===== src/rtl/bb_descrambler.sv =====
// Receive-side BB descrambler: strips the additive 1 + x^14 + x^15 PRBS bit by bit,
// reseeding on every accepted sof and tracking frame length to flag eof and framing errors.
module bb_descrambler #(
    parameter int          LEN_W    = 16,
    parameter logic [1:15] DEF_INIT = 15'b100101010000000
) (
    input  logic             clk,
    input  logic             reset,
    input  logic [1:15]      initial_state,
    input  logic [LEN_W-1:0] frame_len,
    input  logic             sof,
    input  logic             in_bit,
    input  logic             en,
    output logic             out_bit,
    output logic             descmb_en,
    output logic             eof,
    output logic             frame_err,
    output logic             drop_err
);

    typedef enum logic {
        IDLE,
        RUN
    } state_t;

    state_t           state, state_n;
    logic [1:15]      lfsr, lfsr_n;
    logic [LEN_W-1:0] cnt, cnt_n;
    logic [LEN_W-1:0] len_q, len_n;
    logic [LEN_W-1:0] cnt_inc;
    logic             out_n, valid_n, eof_n, ferr_n, derr_n;
    logic             fb, seed_fb;

    assign fb      = lfsr[14] ^ lfsr[15];
    assign seed_fb = initial_state[14] ^ initial_state[15];
    assign cnt_inc = cnt + 1'b1;

    always_ff @(posedge clk or posedge reset) begin
        if (reset) begin
            state     <= IDLE;
            lfsr      <= DEF_INIT;
            cnt       <= '0;
            len_q     <= '0;
            out_bit   <= 1'b0;
            descmb_en <= 1'b0;
            eof       <= 1'b0;
            frame_err <= 1'b0;
            drop_err  <= 1'b0;
        end else begin
            state     <= state_n;
            lfsr      <= lfsr_n;
            cnt       <= cnt_n;
            len_q     <= len_n;
            out_bit   <= out_n;
            descmb_en <= valid_n;
            eof       <= eof_n;
            frame_err <= ferr_n;
            drop_err  <= derr_n;
        end
    end

    // A sof always wins: in RUN it abandons the current frame (frame_err) and
    // the bit is then treated exactly like a sof seen in IDLE.
    always_comb begin
        state_n = state;
        lfsr_n  = lfsr;
        cnt_n   = cnt;
        len_n   = len_q;
        out_n   = 1'b0;
        valid_n = 1'b0;
        eof_n   = 1'b0;
        ferr_n  = 1'b0;
        derr_n  = 1'b0;
        if (en) begin
            if (sof) begin
                if (state == RUN) begin
                    ferr_n = 1'b1;
                end
                if (frame_len == '0) begin
                    ferr_n  = 1'b1;
                    state_n = IDLE;
                end else begin
                    out_n   = in_bit ^ seed_fb;
                    valid_n = 1'b1;
                    lfsr_n  = {seed_fb, initial_state[1:14]};
                    cnt_n   = {{(LEN_W-1){1'b0}}, 1'b1};
                    len_n   = frame_len;
                    if (frame_len == {{(LEN_W-1){1'b0}}, 1'b1}) begin
                        eof_n   = 1'b1;
                        state_n = IDLE;
                    end else begin
                        state_n = RUN;
                    end
                end
            end else if (state == RUN) begin
                out_n   = in_bit ^ fb;
                valid_n = 1'b1;
                lfsr_n  = {fb, lfsr[1:14]};
                cnt_n   = cnt_inc;
                if (cnt_inc == len_q) begin
                    eof_n   = 1'b1;
                    state_n = IDLE;
                end
            end else begin
                derr_n = 1'b1;
            end
        end
    end

endmodule


===== config.mk =====
export PLATFORM = sky130hd
export DESIGN_NAME = bb_descrambler
export DESIGN_NICKNAME = d
export VERILOG_FILES = /design/src/rtl/bb_descrambler.sv
export SDC_FILE = /design/constraint.sdc
export NUM_CORES = 1
export LEC_CHECK = 0
export BUFFER_PORTS_ARGS = -buffer_cell sky130_fd_sc_hd__buf_2
export CORE_UTILIZATION = 30
export CTS_CLUSTER_DIAMETER = 100
export CTS_CLUSTER_SIZE = 16
export DETAILED_ROUTE_END_ITERATION = 12
export SLEW_MARGIN = 30
export SYNTH_ARGS = -nofsm -noshare
export SYNTH_HDL_FRONTEND = slang
export SYNTH_SLANG_ARGS = --single-unit

===== constraint.sdc =====
create_clock -name clk -period 2.1 [get_ports clk]
set_input_delay 0.42 -clock clk [delete_from_list [all_inputs] [get_ports clk]]
set_output_delay 0.42 -clock clk [all_outputs]
set_load 0.02 [all_outputs]

Yosys cells after proc, flatten, opt, wreduce, memory -nomap -nowiden
Cells that the tools add are included.
{"block": "op_classes", "addsub": 1, "n_eq_ne": 3, "n_mux": 31, "bitwise": 5, "reduce_logical": 4}
{"operator": "two-way mux 16 bit", "n": 3}
{"operator": "two-way mux 15 bit", "n": 3}
{"operator": "two-way mux 1 bit", "n": 25}
{"operator": "adder 16 x 1 -> 16 bit, second input constant", "n": 1}
{"operator": "equality test 16 x 1 -> 1 bit, second input constant", "n": 1}
{"operator": "equality test 16 bit", "n": 1}
{"operator": "zero test 16 bit", "n": 1}
{"operator": "AND reduction 3 bit", "n": 2}
{"operator": "XOR 1 bit", "n": 4}
{"operator": "!= test 2 bit, second input constant", "n": 1}
{"operator": "nonzero test 2 bit", "n": 1}
{"operator": "NOT 1 bit", "n": 1}
{"block": "totals", "reg_bits": 53, "out_inout_bits": 5, "elab_cells": 53}

Longest topological paths before layout
{"block": "depth", "word_depth": 6, "ltp_mapped": 8}

Worst setup path before layout
No wires, ideal clock.
{"block": "synth_path", "path_type": "reg-to-reg", "start": "register cnt[0]", "end": "register state", "t_arrival_ns": 1.997, "required_ns": 1.961, "path_slack_ns": -0.037, "stages_incl_launch_ff": 9, "n_path_buf": 0, "cell_sequence": "dfrtp_1 ha_1 nand3_4 nor4_4 xnor2_1 a211oi_2 o211ai_1 nor4_2 o221ai_1"}
{"block": "synth_between", "elab_chain_cells": 5}
{"item": "from (decl)", "line_no": "28", "source": "logic [LEN_W-1:0] cnt, cnt_n;"}
{"item": "from (signal assigned)", "line_no": "52", "source": "cnt <= cnt_n;"}
{"item": "adder 16 x 1 -> 16 bit", "line_no": "36", "source": "assign cnt_inc = cnt + 1'b1;"}
{"item": "equality test 16 bit", "line_no": "100", "source": "if (cnt_inc == len_q) begin"}
{"item": "two-way mux 1 bit", "line_no": "100"}
{"item": "two-way mux 1 bit", "line_no": "95", "source": "end else if (state == RUN) begin"}
{"item": "two-way mux 1 bit", "line_no": "75", "source": "if (sof) begin"}
{"item": "to (signal assigned)", "line_no": "50", "source": "state <= state_n;"}
{"item": "to (decl)", "line_no": "26", "source": "state_t state, state_n;"}
Every way passes these cells.
A chain may end at the register's enable or synchronous reset.

Final worst setup path
{"block": "layout_path", "start": "register cnt[0]", "end": "register eof"}
{"block": "layout_between", "elab_chain_cells": 6}
{"item": "adder 16 x 1 -> 16 bit", "line_no": "36"}
{"item": "equality test 16 bit", "line_no": "100"}
{"item": "two-way mux 1 bit", "line_no": "100"}
{"item": "two-way mux 1 bit", "line_no": "95"}
{"item": "two-way mux 1 bit", "line_no": "75"}
{"item": "two-way mux 1 bit", "line_no": "74", "source": "if (en) begin"}
{"item": "net eof_n", "line_no": "31", "source": "logic out_n, valid_n, eof_n, ferr_n, derr_n;"}
{"item": "to (signal assigned)", "line_no": "56", "source": "eof <= eof_n;"}
{"item": "to (decl)", "line_no": "16", "source": "output logic eof,"}
The timed path passes the listed nets, and every way through them passes these cells.

==> key figures <==
Floorplan
  • Die Y: roughly 100 um
  • Die Area: approximately 10,000 um2
  • FP Rows: 35
  • Top Ports: 41
  • Die W: 101 um
  • Core Footprint: roughly 9300 um2
  • Initial core utilization: 31.3%

Drt
  • Wire per inst: 14.7 um
  • Final antenna-violating net count: 0
  • Initial DRC Count: about 100
  • Pre-Repair DR Iteration Count: 4
  • Vias per cell: 4.96
  • WL final: 7.27 mm
  • DRC violations left: 0
  • DR vias: roughly 2.4k

Worst setup path
  • Critical Path Sink Type: flop
  • Worst EP required: 2.35 ns
  • Slowest stage delay, CP: around 0.43 ns
  • Crit path kind: flop to flop
  • Data arrival, critical path: 2.45 ns
  • CP max stage cell: dfrtp_1
  • Worst-path maximum fanout: 3
  • Stages on worst setup path: 10
  • CP Launch Type: flop
  • Crit path max-delay family: simple AND/OR/NAND/NOR gates
  • Crit-path most repeated cell: buf_4
  • Critical-path cell list: buf_4, buf_6, nand4_4, nor3_4, or3b_1, a211oi_2, o211ai_1, nor4_4, buf_4, o2bb2ai_2
  • Buf/Inv on CP: 3
  • R2R cell count: 10

Placement
  • HPWL after detailed placement: 5.28 mm
  • Place WS: -0.125 ns
  • Routability cong.: 0.890
  • Port Buffers: 40

Synth
  • Dominant cell type by area after synthesis: dfrtp_1
  • Synth Flop Type: dfrtp_1
  • Yosys reg bits: 53
  • Synth top area cells: dfrtp_1 42%, mux2_2 5.8%, mux2i_1 4.8%, o21ai_1 4.6%, xnor2_1 4.5%
  • Post-synth EDFFs: 0
  • Post-synthesis sequential area ratio: around 46%
  • Cells after Synth: 294
  • Cell area after synthesis: ~2900 um2
  • Top post-synthesis cells by count: 49 x dfrtp_1, 32 x nand2_1, 27 x o21ai_1
  • Post-synthesis net count: 331
  • Top-count cell post-synth: dfrtp_1
  • FFs w/ async S/R, synth: 100%
  • Distinct cells, synth: 48
  • Yosys top cell area share: a little over two fifths
  • Post-Syn Area per Cell: a little under 10 um2
  • Yosys Warn Count: 0

Clocking
  • Root Buffer: clkbuf_8
  • Hold buffers post-CTS: 0
  • Clock latency on the worst-skew pair: 0.32 ns
  • CTS Buffer Depth: 2
  • Num CTS Buffers: 5
  • Clock transition at path regs: 0.11 ns
  • Clk sink count: 53
  • H-tree depth: 2
  • CTS tree: built

STA
  • Rel. slew slack: between 50% and 60%
  • Final WS setup: -0.101 ns
  • Fin. max-slew vios: 0
  • Final setup viols: 2
  • Min Tclk post-route: 2.20 ns
  • Post-Route Skew: 0.00861 ns
  • Final hold vios: 0
  • Fin Setup TNS: -0.126 ns
  • Max Fclk: 0.454 GHz
  • Worst-Margin Slew: 0.600 ns
  • Unrepaired setup endpoints after global routing: true
  • Tcrit/Tclk final: 105%

Min path
  • Worst Hold Class: input pin to asynchronous set/reset pin

Pwr
  • Static Leakage: 1.69 nW
  • PwrDens: 692 nW/um2
  • Peak VDD IR: 390 uV
  • Tot Pwr: between 2 and 3 mW

Final layout
  • Net count, final: 401
  • Ant diodes: 0
  • Syn-to-layout area delta: 30.3%
  • Fin util: 40.8%
  • Layout cells sized above 1: a little under two fifths

GRT
  • Gr usage total: 15.3%
  • Largest net degree at the start of global routing: 32
  • Vias in the first global route: between 2k and 2.5k
  • First-pass GRT wire length: 12.1 mm
  • GR Overflow Total: 0
  • Initial antenna violation count: 0

Outcome
  • Failing checks: negative setup slack
  • Status: finished with violations

Job
  • Max cap viols: 0
## cell families after synthesis
logic type                 after synthesis  synth area share, %
and+or+nand+nor                         94                 18.6
AOI/OAI and AO/OA                       68                 14.0
DFF                                     53                 45.6
muxes                                   29                 10.6
buffers and inverters                   26                 3.86
xor gates and xnor gates                23                 6.90
adders and majority gates                1                0.429
## worst reg2reg max path: stages, from the launching register on
cell       delay (ns)
dfrtp_1          0.43
buf_4            0.15
buf_6            0.11
nand4_4          0.12
nor3_4           0.07
or3b_1           0.39
a211oi_2         0.22
o211ai_1         0.16
nor4_4           0.23
buf_4            0.17
o2bb2ai_2        0.09
## per-stage QoR
stage / cell area (um2) / hold slack (ns) / std cells
floorplan: 2920 / 0.444 / 294
global placement: 3450 / 0.453 / 478
detailed placement: 3450 / 0.459 / 478
CTS: 3680 / 0.173 / 490
global route: 3800 / 0.212 / 494
finish: 3800 / 0.163 / 494
## registers in the layout, summed over array words and instances, names as in the netlist
register / count
out_bit: 1
lfsr: 15
frame_err: 1
len_q: 16
descmb_en: 1
cnt: 16
drop_err: 1
eof: 1
state: 1
## path summary, 6_finish.rpt
kind / startpoint / endpoint / slack (ns)
max: cnt[0] / eof / -0.10
min: reset / lfsr[3] / 0.16
max reg2reg: cnt[0] / eof / -0.10
min reg2reg: lfsr[8] / lfsr[8] / 0.47
max in group asynchronous: reset / cnt[1] / 1.31
min in group clk: frame_len[8] / len_q[8] / 0.34
## cell usage in the layout (no fill, tap or decap), types with 2 or more instances in the layout
cell | Yosys | layout
a21oi_1 | 7 | 6
a31oi_1 | 5 | 5
buf_2 | 12 | 40
buf_4 | 0 | 39
buf_6 | 0 | 3
clkbuf_8 | 0 | 5
dfrtp_1 | 49 | 48
dfstp_2 | 4 | 4
inv_1 | 7 | 6
mux2_2 | 15 | 15
mux2i_1 | 14 | 14
nand2_1 | 32 | 31
nand3_1 | 12 | 8
nand3_2 | 0 | 3
nand3_4 | 2 | 3
nand3b_1 | 2 | 2
nand4_1 | 3 | 3
nand4_4 | 0 | 2
nor2_1 | 14 | 14
nor2b_1 | 2 | 2
nor3_1 | 4 | 4
nor3b_1 | 2 | 2
nor4_1 | 5 | 4
nor4_4 | 2 | 4
o211ai_1 | 3 | 3
o21ai_0 | 11 | 11
o21ai_1 | 27 | 27
o31ai_1 | 7 | 7
or3_1 | 2 | 2
xnor2_1 | 15 | 13
xor2_1 | 8 | 6
xor2_2 | 0 | 2
## routing by layer
| metal | wire length, um | vias up | share of wire [%] | track usage (%) |
|---|---|---|---|---|
| met5 | 0 | - | 0 | 0 |
| met4 | 76 | 0 | 1.0 | 4.35 |
| met2 | 3650 | 68 | 50 | 25.9 |
| met3 | 401 | 8 | 5.5 | 2.91 |
| li1 | - | 1187 | - | - |
| met1 | 3140 | 1185 | 43 | 19.9 |
## where the power goes
part	total, mW	leakage [nW]	switching, mW	internal, mW
clock network	0.742	0.0603	0.376	0.366
logic	0.627	0.965	0.318	0.309
registers	1.27	0.662	0.105	1.16
total	2.63	1.69	0.799	1.84
## layout make-up
cell class / instances / area [um2]
Tap cell: 129 / 161
Clock buffer: 5 / 68.8
Timing Repair Buffer: 82 / 527
Multi-Input combinational cell: 215 / 1640
Sequential cell: 53 / 1330
Fill cell: 904 / 5520
Inverter: 7 / 26.3
Clock inverter: 3 / 50.0
## timing repair
item	4_1_cts	5_1_grt
pin swaps	8	9
endpoints found under the setup margin	2	2
gates resized for setup	14	14
setup buffers	5	4
Power figures use the tool's default switching activity.
